[src/rtl/bt_pkg.sv]
// Shared definitions for the BT randomness blocks: bank states and default sizing.
package bt_pkg;

  localparam int unsigned BT_N_BITS = 40;
  localparam int unsigned BT_RND_W  = 4;

  typedef enum logic [1:0] {
    EMPTY   = 2'd0,
    FILLING = 2'd1,
    ARMED   = 2'd2
  } bt_state_e;

endpackage

[src/rtl/bt_edge_det.sv]
// Rising-edge detector with a configurable reset value for the delayed sample.
module bt_edge_det #(
  parameter logic RST_VAL = 1'b1
) (
  input  logic clk,
  input  logic rst,
  input  logic i_sig,
  output logic o_pulse_c
);

  logic r_sig_d;

  always_ff @(posedge clk) begin
    if (rst) r_sig_d <= RST_VAL;
    else     r_sig_d <= i_sig;
  end

  assign o_pulse_c = i_sig & ~r_sig_d;

endmodule

[src/rtl/bt_rnd_bank.sv]
// Fresh-randomness bank: shifts in RND_W-bit words until N_BITS are fresh,
// and on a clear edge strobes the consumed bits and restarts the fill.
module bt_rnd_bank
  import bt_pkg::*;
#(
  parameter int unsigned N_BITS = BT_N_BITS,
  parameter int unsigned RND_W  = BT_RND_W
) (
  input  logic                                 clk,
  input  logic                                 rst,
  input  logic [RND_W-1:0]                     rnd_in,
  input  logic                                 rnd_valid,
  output logic                                 rnd_ready,
  input  logic                                 clear,
  output logic [N_BITS-1:0]                    rnd_acc,
  output logic [N_BITS-1:0]                    fresh_clear,
  output logic                                 armed,
  output logic [$clog2(N_BITS/RND_W+1)-1:0]    fill_cnt,
  output logic                                 partial_clr,
  output logic [15:0]                          clr_count
);

  localparam int unsigned N_WORDS = N_BITS / RND_W;
  localparam int unsigned CNT_W   = $clog2(N_WORDS + 1);

  if ((N_BITS % RND_W) != 0) begin : g_bad_size
    $error("bt_rnd_bank: N_BITS must be a multiple of RND_W");
  end

  bt_state_e         r_state, w_state_nxt;
  logic [CNT_W-1:0]  r_fill_cnt, w_fill_nxt;
  logic [N_BITS-1:0] r_acc, w_acc_nxt, w_shift, w_unused;
  logic              r_partial, w_partial_nxt;
  logic [15:0]       r_clr_count, w_clr_nxt;
  logic              w_clr_pulse, w_hs;
  logic [31:0]       w_used_bits;

  bt_edge_det #(.RST_VAL(1'b1)) u_clr_edge (
    .clk       (clk),
    .rst       (rst),
    .i_sig     (clear),
    .o_pulse_c (w_clr_pulse)
  );

  // Single-word banks have no history to keep.
  if (N_WORDS == 1) begin : g_single
    assign w_shift = rnd_in;
  end else begin : g_shift
    assign w_shift = {r_acc[N_BITS-RND_W-1:0], rnd_in};
  end

  assign rnd_ready   = (r_state != ARMED) & ~w_clr_pulse;
  assign w_hs        = rnd_valid & rnd_ready;
  assign w_used_bits = 32'(r_fill_cnt) * 32'(RND_W);
  assign w_unused    = ~({N_BITS{1'b1}} << w_used_bits);
  assign fresh_clear = w_unused & {N_BITS{w_clr_pulse}};

  always_ff @(posedge clk) begin
    if (rst) begin
      r_state     <= EMPTY;
      r_fill_cnt  <= '0;
      r_acc       <= '0;
      r_partial   <= 1'b0;
      r_clr_count <= '0;
    end else begin
      r_state     <= w_state_nxt;
      r_fill_cnt  <= w_fill_nxt;
      r_acc       <= w_acc_nxt;
      r_partial   <= w_partial_nxt;
      r_clr_count <= w_clr_nxt;
    end
  end

  // Clear edge wins over fill; a handshake cannot coincide with it since ready drops.
  always_comb begin
    w_state_nxt   = r_state;
    w_fill_nxt    = r_fill_cnt;
    w_acc_nxt     = r_acc;
    w_partial_nxt = r_partial;
    w_clr_nxt     = r_clr_count;
    if (w_clr_pulse) begin
      w_state_nxt = EMPTY;
      w_fill_nxt  = '0;
      w_clr_nxt   = r_clr_count + 16'd1;
      if (r_state != ARMED) w_partial_nxt = 1'b1;
    end else if (w_hs) begin
      w_acc_nxt   = w_shift;
      w_fill_nxt  = r_fill_cnt + CNT_W'(1);
      w_state_nxt = (w_fill_nxt == CNT_W'(N_WORDS)) ? ARMED : FILLING;
    end
  end

  assign rnd_acc     = r_acc;
  assign fill_cnt    = r_fill_cnt;
  assign armed       = (r_state == ARMED);
  assign partial_clr = r_partial;
  assign clr_count   = r_clr_count;

endmodule

[config.mk]
export PLATFORM = sky130hd
export DESIGN_NAME = bt_rnd_bank
export DESIGN_NICKNAME = d
export VERILOG_FILES = /design/src/rtl/bt_pkg.sv /design/src/rtl/bt_edge_det.sv /design/src/rtl/bt_rnd_bank.sv
export SDC_FILE = /design/constraint.sdc
export NUM_CORES = 1
export LEC_CHECK = 0
export BUFFER_PORTS_ARGS = -buffer_cell sky130_fd_sc_hd__buf_2
export CAP_MARGIN = 15
export CORE_MARGIN = 2
export CORE_UTILIZATION = 52
export CTS_CLUSTER_SIZE = 28
export DETAILED_ROUTE_END_ITERATION = 12
export HOLD_SLACK_MARGIN = 0.12
export PLACE_DENSITY = 0.92
export SLEW_MARGIN = 5
export SYNTH_ARGS = -nofsm -noshare
export SYNTH_HDL_FRONTEND = slang
export SYNTH_SLANG_ARGS = --single-unit
[constraint.sdc]
create_clock -name clk -period 2.9 [get_ports clk]
set_clock_uncertainty 0.05 [all_clocks]
set_input_delay 0.145 -clock clk [delete_from_list [all_inputs] [get_ports clk]]
set_output_delay 0.145 -clock clk [all_outputs]
set_load 0.01 [all_outputs]
==> results of run 1 <==
## flip-flops by register name (all words and copies together) (netlist names)
name,count
fill_cnt,4
r_state,2
u_clr_edge.r_sig_d,1
clr_count,16
rnd_acc,40
partial_clr,1
## worst max-delay path, cell delays in order
cell	delay [ps]
dlygate4sd3_1	520
buf_2	150
nor2b_1	480
nand2_1	160
a21oi_1	290
buf_2	200
## cell usage in the layout (no fill, tap or decap), types with 2 or more instances in the layout
master and n:
nand2b_1 3, dfxtp_1 64, nor4_2 2, nor2b_1 2
dlygate4sd3_1 5, mux2_2 2, and3_1 2, nand3_1 4
nor3_1 7, clkinvlp_4 2, buf_4 3, buf_2 110
nand2_1 89, a21oi_1 52, o21ai_0 3, inv_1 10
nor2_1 26, clkbuf_8 11, xor2_1 6, xnor2_1 9
ha_1 5, nand4_1 4, or3_1 3
## metrics by stage
stage               std cells  total power, mW
floorplan                 353            0.993
global placement          487             1.02
detailed placement        487             1.02
CTS                       508             1.71
global route              508             1.76
finish                    508             1.70
## cell usage after synthesis, types with 3 or more instances
master	number
nor2_1	26
nand2_1	89
buf_4	30
clkbuf_1	16
nor3_1	7
xor2_1	6
inv_1	10
nand4_1	4
or3_1	3
nand2b_1	3
xnor2_1	9
dfxtp_1	64
o21ai_0	3
a21oi_1	52
nand3_1	4
ha_1	5
## kinds of logic after synthesis
| logic type | after synthesis | share of synthesized area, % |
|---|---|---|
| simple gates | 152 | 24.3 |
| flops | 64 | 45.5 |
| buf+inv | 59 | 12.4 |
| compound gates | 56 | 10.1 |
| xor+xnor | 15 | 4.66 |
| fa+ha+maj | 5 | 2.22 |
| mux | 2 | 0.799 |
## cell type report
type                            count  area share [%]
Inverter                           10            1.10
Timing Repair Buffer              118            18.3
Clock buffer                       12            4.56
Tap cell                           70            2.58
Sequential cell                    64            37.7
Clock inverter                      4           0.846
Multi-Input combinational cell    230            34.9
## what timing repair did
action,4_1_cts,5_1_grt
hold buffers,5,0
endpoints found under the hold margin,5,0
setup endpoints to repair,0,0
## routing by layer
layer,track usage (%),vias to the layer above
met5,0,-
met4,9.11,0
li1,-,1270
met1,23.0,1147
met3,6.74,25
met2,35.2,112
## power by group
part | total, mW | internal (mW) | leakage [nW] | switching, mW
clock | 0.688 | 0.357 | 0.0886 | 0.331
sequential | 0.904 | 0.891 | 0.517 | 0.0128
combinational | 0.104 | 0.0356 | 0.961 | 0.0681
## path summary, 6_finish.rpt
kind                start              end  slack, ps  depth (start not counted)
min             rnd_valid      fill_cnt[2]        140                          4
max                 clear  fresh_clear[37]        760                          6
min reg2reg   rnd_acc[38]      rnd_acc[38]        400                          2
max reg2reg  clr_count[0]    clr_count[12]       1040                          5
==> summary.txt, run 1 <==
Critical path
  – CP Launch Type: input port
  – CP arrival: 1950 ps
  – Crit. End Element: output pin
  – Worst EP required: 2710 ps
  – Crit path kind: input port to output pin
  – Max FO, Critical Path: 6

Floorplanning
  – Core ar.: 5170 µm²
  – Starting Density: 54.5%
  – Die Ht: 77.6 µm
  – Cell Rows: 26
  – Die X: 77.6 µm
  – Die Area: 6030 µm²
  – Io pins: 111

Yosys
  – Largest cells by area after synthesis: dfxtp_1 45%, nand2_1 12%, a21oi_1 9.2%
  – Leading area contributor after synthesis: dfxtp_1
  – Synth Flop Type: dfxtp_1
  – Synthesized cell area: 2820 µm²
  – Sequential element share of the synthesized area: 45.5%
  – Synthesis Warnings: 0
  – Post-synth ARST share: 0%
  – Avg Synthesized Cell Area: 7.99 µm²
  – Post-synthesis cell count: 353
  – Syn nets: 366
  – Top-area cell type share of the netlist area: 45.5%
  – Synth unique cells: 33
  – Synthesized flop and latch total: 64
  – Post-synth EDFFs: 0

Global routing
  – Largest net degree at the start of global routing: 44
  – Initial antenna violation count: 0
  – Vias in the first global route: 2,223
  – First-pass GRT wire length: 10,000 µm
  – Grt ovf: 0
  – GRT Overall Usage: 20.5%

Final layout
  – Fin util: 65.7%
  – NumNets Final: 446
  – Flip-flop and latch area: 1280 µm²
  – Design Area, Final: 3400 µm²
  – Fillers: 437
  – Multi-input logic area: 1190 µm²
  – Share of layout cells above drive strength 1: 31.3%
  – # diodes: 0
  – Synth-to-Final Area Change: 20.6%

Drt
  – Total wire length: 6270 µm
  – Met1 Wirelength: 2540 µm
  – Vias per cell: 5.03
  – Vias: 2,554
  – Routed Antenna Nets: 0
  – DRT iter0 DRCs: 151
  – Met2 Wirelength: 3060 µm
  – Routed WL per cell: 12.3 µm
  – Top sig layer: met4
  – DRC violations left: 0
  – Initial DRT Pass Iterations: 6
  – Met3 Routed Length: 468 µm

CTS
  – CTS Sinks: 64
  – Clock Pin Slew Worst Setup and Hold Paths: 60 ps
  – Clock root buffer: clkbuf_8
  – Setup Buffers After CTS: 0
  – # H-tree levels: 3
  – Worst-skew pair later-pin latency: 330 ps
  – CTS tree: done
  – TritonCTS Buffers: 9
  – Post-cts repair resize count: 0
  – Clk buf depth: 2

Power
  – LEAKAGE: 1.57 nW
  – Cell Pwr Density: 498 nW/µm²
  – Worst VDD drop: 0.338 mV

STA
  – Worst-margin pin slew: 545 ps
  – Worst rel slew slack: 63.6%
  – TNS Setup: 0 ps
  – Fin crit share: 73.9%
  – Final critical-path required period: 2140 ps
  – Hold slack: 138 ps
  – Fin worst setup slack: 756 ps
  – Hold Vio Cnt, Final: 0
  – Max-slew violations: 0
  – RSZ-0062 raised after global routing: no
  – Peak Freq: 466 MHz
  – Final setup fails: 0

Placed design
  – Post-DP Area: 3170 µm²
  – Port bufs: 110
  – Pre-CTS setup slack: 1090 ps
  – DPL Wire Length: 4310 µm
  – GPL Wtd Cong: 0.896

Hold path
  – HP Class: input port to flip-flop

Run status
  – Status: finished clean

Job
  – MaxCap Viol Count: 0
Power figures use the tool's default switching activity.
==> inputs of run 2 (changes only) <==
--- a/config.mk
+++ b/config.mk
@@ -8,11 +8,11 @@
 export BUFFER_PORTS_ARGS = -buffer_cell sky130_fd_sc_hd__buf_2
 export CAP_MARGIN = 15
 export CORE_MARGIN = 2
-export CORE_UTILIZATION = 52
+export CORE_UTILIZATION = 48
 export CTS_CLUSTER_SIZE = 28
 export DETAILED_ROUTE_END_ITERATION = 12
 export HOLD_SLACK_MARGIN = 0.12
-export PLACE_DENSITY = 0.92
+export PLACE_DENSITY = 0.86
 export SLEW_MARGIN = 5
 export SYNTH_ARGS = -nofsm -noshare
 export SYNTH_HDL_FRONTEND = slang
==> constraint.sdc (replaced) <==
create_clock -name clk -period 2 [get_ports clk]
set_clock_uncertainty 0.05 [all_clocks]
set_input_delay 0.1 -clock clk [delete_from_list [all_inputs] [get_ports clk]]
set_output_delay 0.1 -clock clk [all_outputs]
set_load 0.01 [all_outputs]
==> summary.txt, run 2 (synthesis results as in run 1) <==
Placed design
  – GPL Wtd Cong: 0.866
  – Port bufs: 110
  – Post-DP Area: 3210 µm²
  – Dpl cells: 494
  – DPL Wire Length: 4500 µm

Critical path
  – CP arrival: 2010 ps
  – Worst Reg-to-Reg Cells: 4
  – Crit-path slowest cell: dfxtp_1
  – Bufs and invs on worst path: 0
  – CP Launch Type: flip-flop
  – Worst path max stage delay: 470 ps
  – Crit. End Element: flip-flop
  – Critical path's top delay family: simple AND/OR/NAND/NOR gates
  – Crit-path cells: nand4_2 > or3b_4 > nor4_2 > mux2_2
  – Critical R2R Launch: clr_count[6]
  – FF-to-FF End: clr_count[15]
  – Max FO, Critical Path: 7
  – Reg2Reg Setup Slack: 160 ps
  – Worst EP required: 2170 ps
  – Crit path kind: flip-flop to flip-flop

CTS
  – TritonCTS Buffers: 9
  – Worst-skew pair later-pin latency: 330 ps
  – Post-cts repair resize count: 0
  – Clock Pin Slew Worst Setup and Hold Paths: 70 ps
  – # H-tree levels: 3
  – CTS Sinks: 64
  – Clock root buffer: clkbuf_8
  – CTS tree: done
  – Clk buf depth: 2

Power
  – Sw Pwr: 0.626 mW
  – Net Sw Frac: 22.3%
  – LEAKAGE: 1.63 nW
  – Worst VDD drop: 0.560 mV
  – Sequential Power Share: 46.7%
  – Gate power share: 5.8%
  – Power Internal: 2.18 mW
  – Clk pwr share: 47.6%
  – Cell Pwr Density: 797 nW/µm²

STA
  – Worst rel slew slack: 73.0%
  – Max-slew violations: 0
  – Final critical-path required period: 1840 ps
  – RSZ-0062 raised after global routing: no
  – Peak Freq: 544 MHz
  – Worst-margin pin slew: 405 ps
  – Hold Vio Cnt, Final: 0
  – Final setup fails: 0
  – Fin crit share: 91.9%
  – TNS Setup: 0 ps

Hold path
  – Worst Hold End: rnd_acc[39]
  – Cell depth of the worst hold path: 2
  – HP Class: flip-flop to flip-flop
  – Worst hold start: rnd_acc[39]

Global routing
  – First-pass GRT wire length: 10,700 µm
  – Vias in the first global route: 2,354
  – GRT Overall Usage: 21.2%
  – Initial antenna violation count: 0
  – Grt ovf: 0
  – Largest net degree at the start of global routing: 41

Run status
  – Status: finished clean

Drt
  – Total wire length: 6660 µm
  – Routed Antenna Nets: 0
  – Vias per cell: 5.00
  – DRT iter0 DRCs: 149
  – Vias: 2,585
  – Initial DRT Pass Iterations: 4
  – DRC violations left: 0
  – Routed WL per cell: 12.9 µm

Final layout
  – Synth-to-Final Area Change: 24.9%
  – Commonest non-fill, non-tap cell in the layout: buf_2
  – Design Area, Final: 3520 µm²
  – Non-Filler Instances: 517
  – NumNets Final: 453
  – Flip-flop and latch area: 1280 µm²
  – Commonest cells after routing, fill and taps aside: 110 x buf_2, 89 x nand2_1, 64 x dfxtp_1
  – Max reg flops: 40
  – Share of layout cells above drive strength 1: 32.1%
  – Multi-input logic area: 1190 µm²
  – # diodes: 0
  – Fillers: 450

Floorplanning
  – Io pins: 111
  – Cell Rows: 27
  – Die Area: 6500 µm²
  – Starting Density: 50.6%
  – Die X: 80.6 µm
  – Die Ht: 80.6 µm
  – Core ar.: 5570 µm²

Job
  – MaxCap Viol Count: 0
==> run 2: cell count changes in the layout (fill, tap and decap cells not counted), sizes merged <==
cell,delta
clkinv,+1
bufinv,+3
clkbuf,-3
buf,+5
clkinvlp,-1
dlygate4sd3,+2
==> run 2: layout make-up <==
cell class                      count  share of cell area, %
Sequential cell                    64                   36.4
Inverter                           10                   1.07
Clock buffer                        9                   3.52
Multi-Input combinational cell    230                   33.7
Clock inverter                      7                   3.41
Timing Repair Buffer              125                   19.3
Tap cell                           72                   2.56
==> run 2: tightest hold or removal path, stage by stage, from the launching register on <==
cell and delay, ps:
dfxtp_1 310, nand2_1 50, a21oi_1 50
==> run 2: worst max path at each step <==
stage,cells after the start,startpoint,endpoint,slack [ps]
floorplan,4,clr_count[7],clr_count[15],270
global placement,4,clr_count[6],clr_count[15],280
detailed placement,4,clr_count[6],clr_count[15],220
CTS,4,clr_count[6],clr_count[15],180
global route,6,fill_cnt[1],fresh_clear[19],90
finish,4,clr_count[6],clr_count[15],160
==> run 2: stage by stage <==
| stage | utilization [%] | hold WS (ps) | total power [mW] | setup WS, ps |
|---|---|---|---|---|
| 4_1_cts | 63.2 | 412 | 2.83 | 182 |
| 3_5_place_dp | 57.5 | 298 | 1.49 | 218 |
| 6_report | 63.2 | 407 | 2.81 | 163 |
| 2_1_floorplan | - | 154 | 1.44 | 271 |
| 3_3_place_gp | 57.5 | 290 | 1.49 | 283 |
| 5_1_grt | 63.2 | 432 | 2.91 | 85.5 |
==> run 2: power groups by stage <==
| stage | Clock, mW | Combinational, mW | Sequential (mW) |
|---|---|---|---|
| after detailed placement | 0 | 0.151 | 1.34 |
| final | 1.34 | 0.162 | 1.31 |
| after global placement | 0 | 0.149 | 1.34 |
| after CTS | 1.36 | 0.161 | 1.31 |
| after global routing | 1.42 | 0.179 | 1.31 |
| after floorplan | 0 | 0.0968 | 1.34 |
==> run 2: metal layers <==
layer / part of all wire, % / routed length (µm) / vias up / GRT usage, %
met5: 0 / 0 / - / 0
met4: 2.4 / 160 / 0 / 11.9
met3: 7.2 / 482 / 17 / 5.96
met2: 49 / 3260 / 92 / 35.6
met1: 41 / 2760 / 1191 / 24.1
li1: - / - / 1285 / -
==> run 2: timing repair <==
| action | in CTS | in global routing |
|---|---|---|
| endpoints found under the hold margin | 20 | 0 |
| setup buffers | 0 | 0 |
| hold buffers | 7 | 0 |
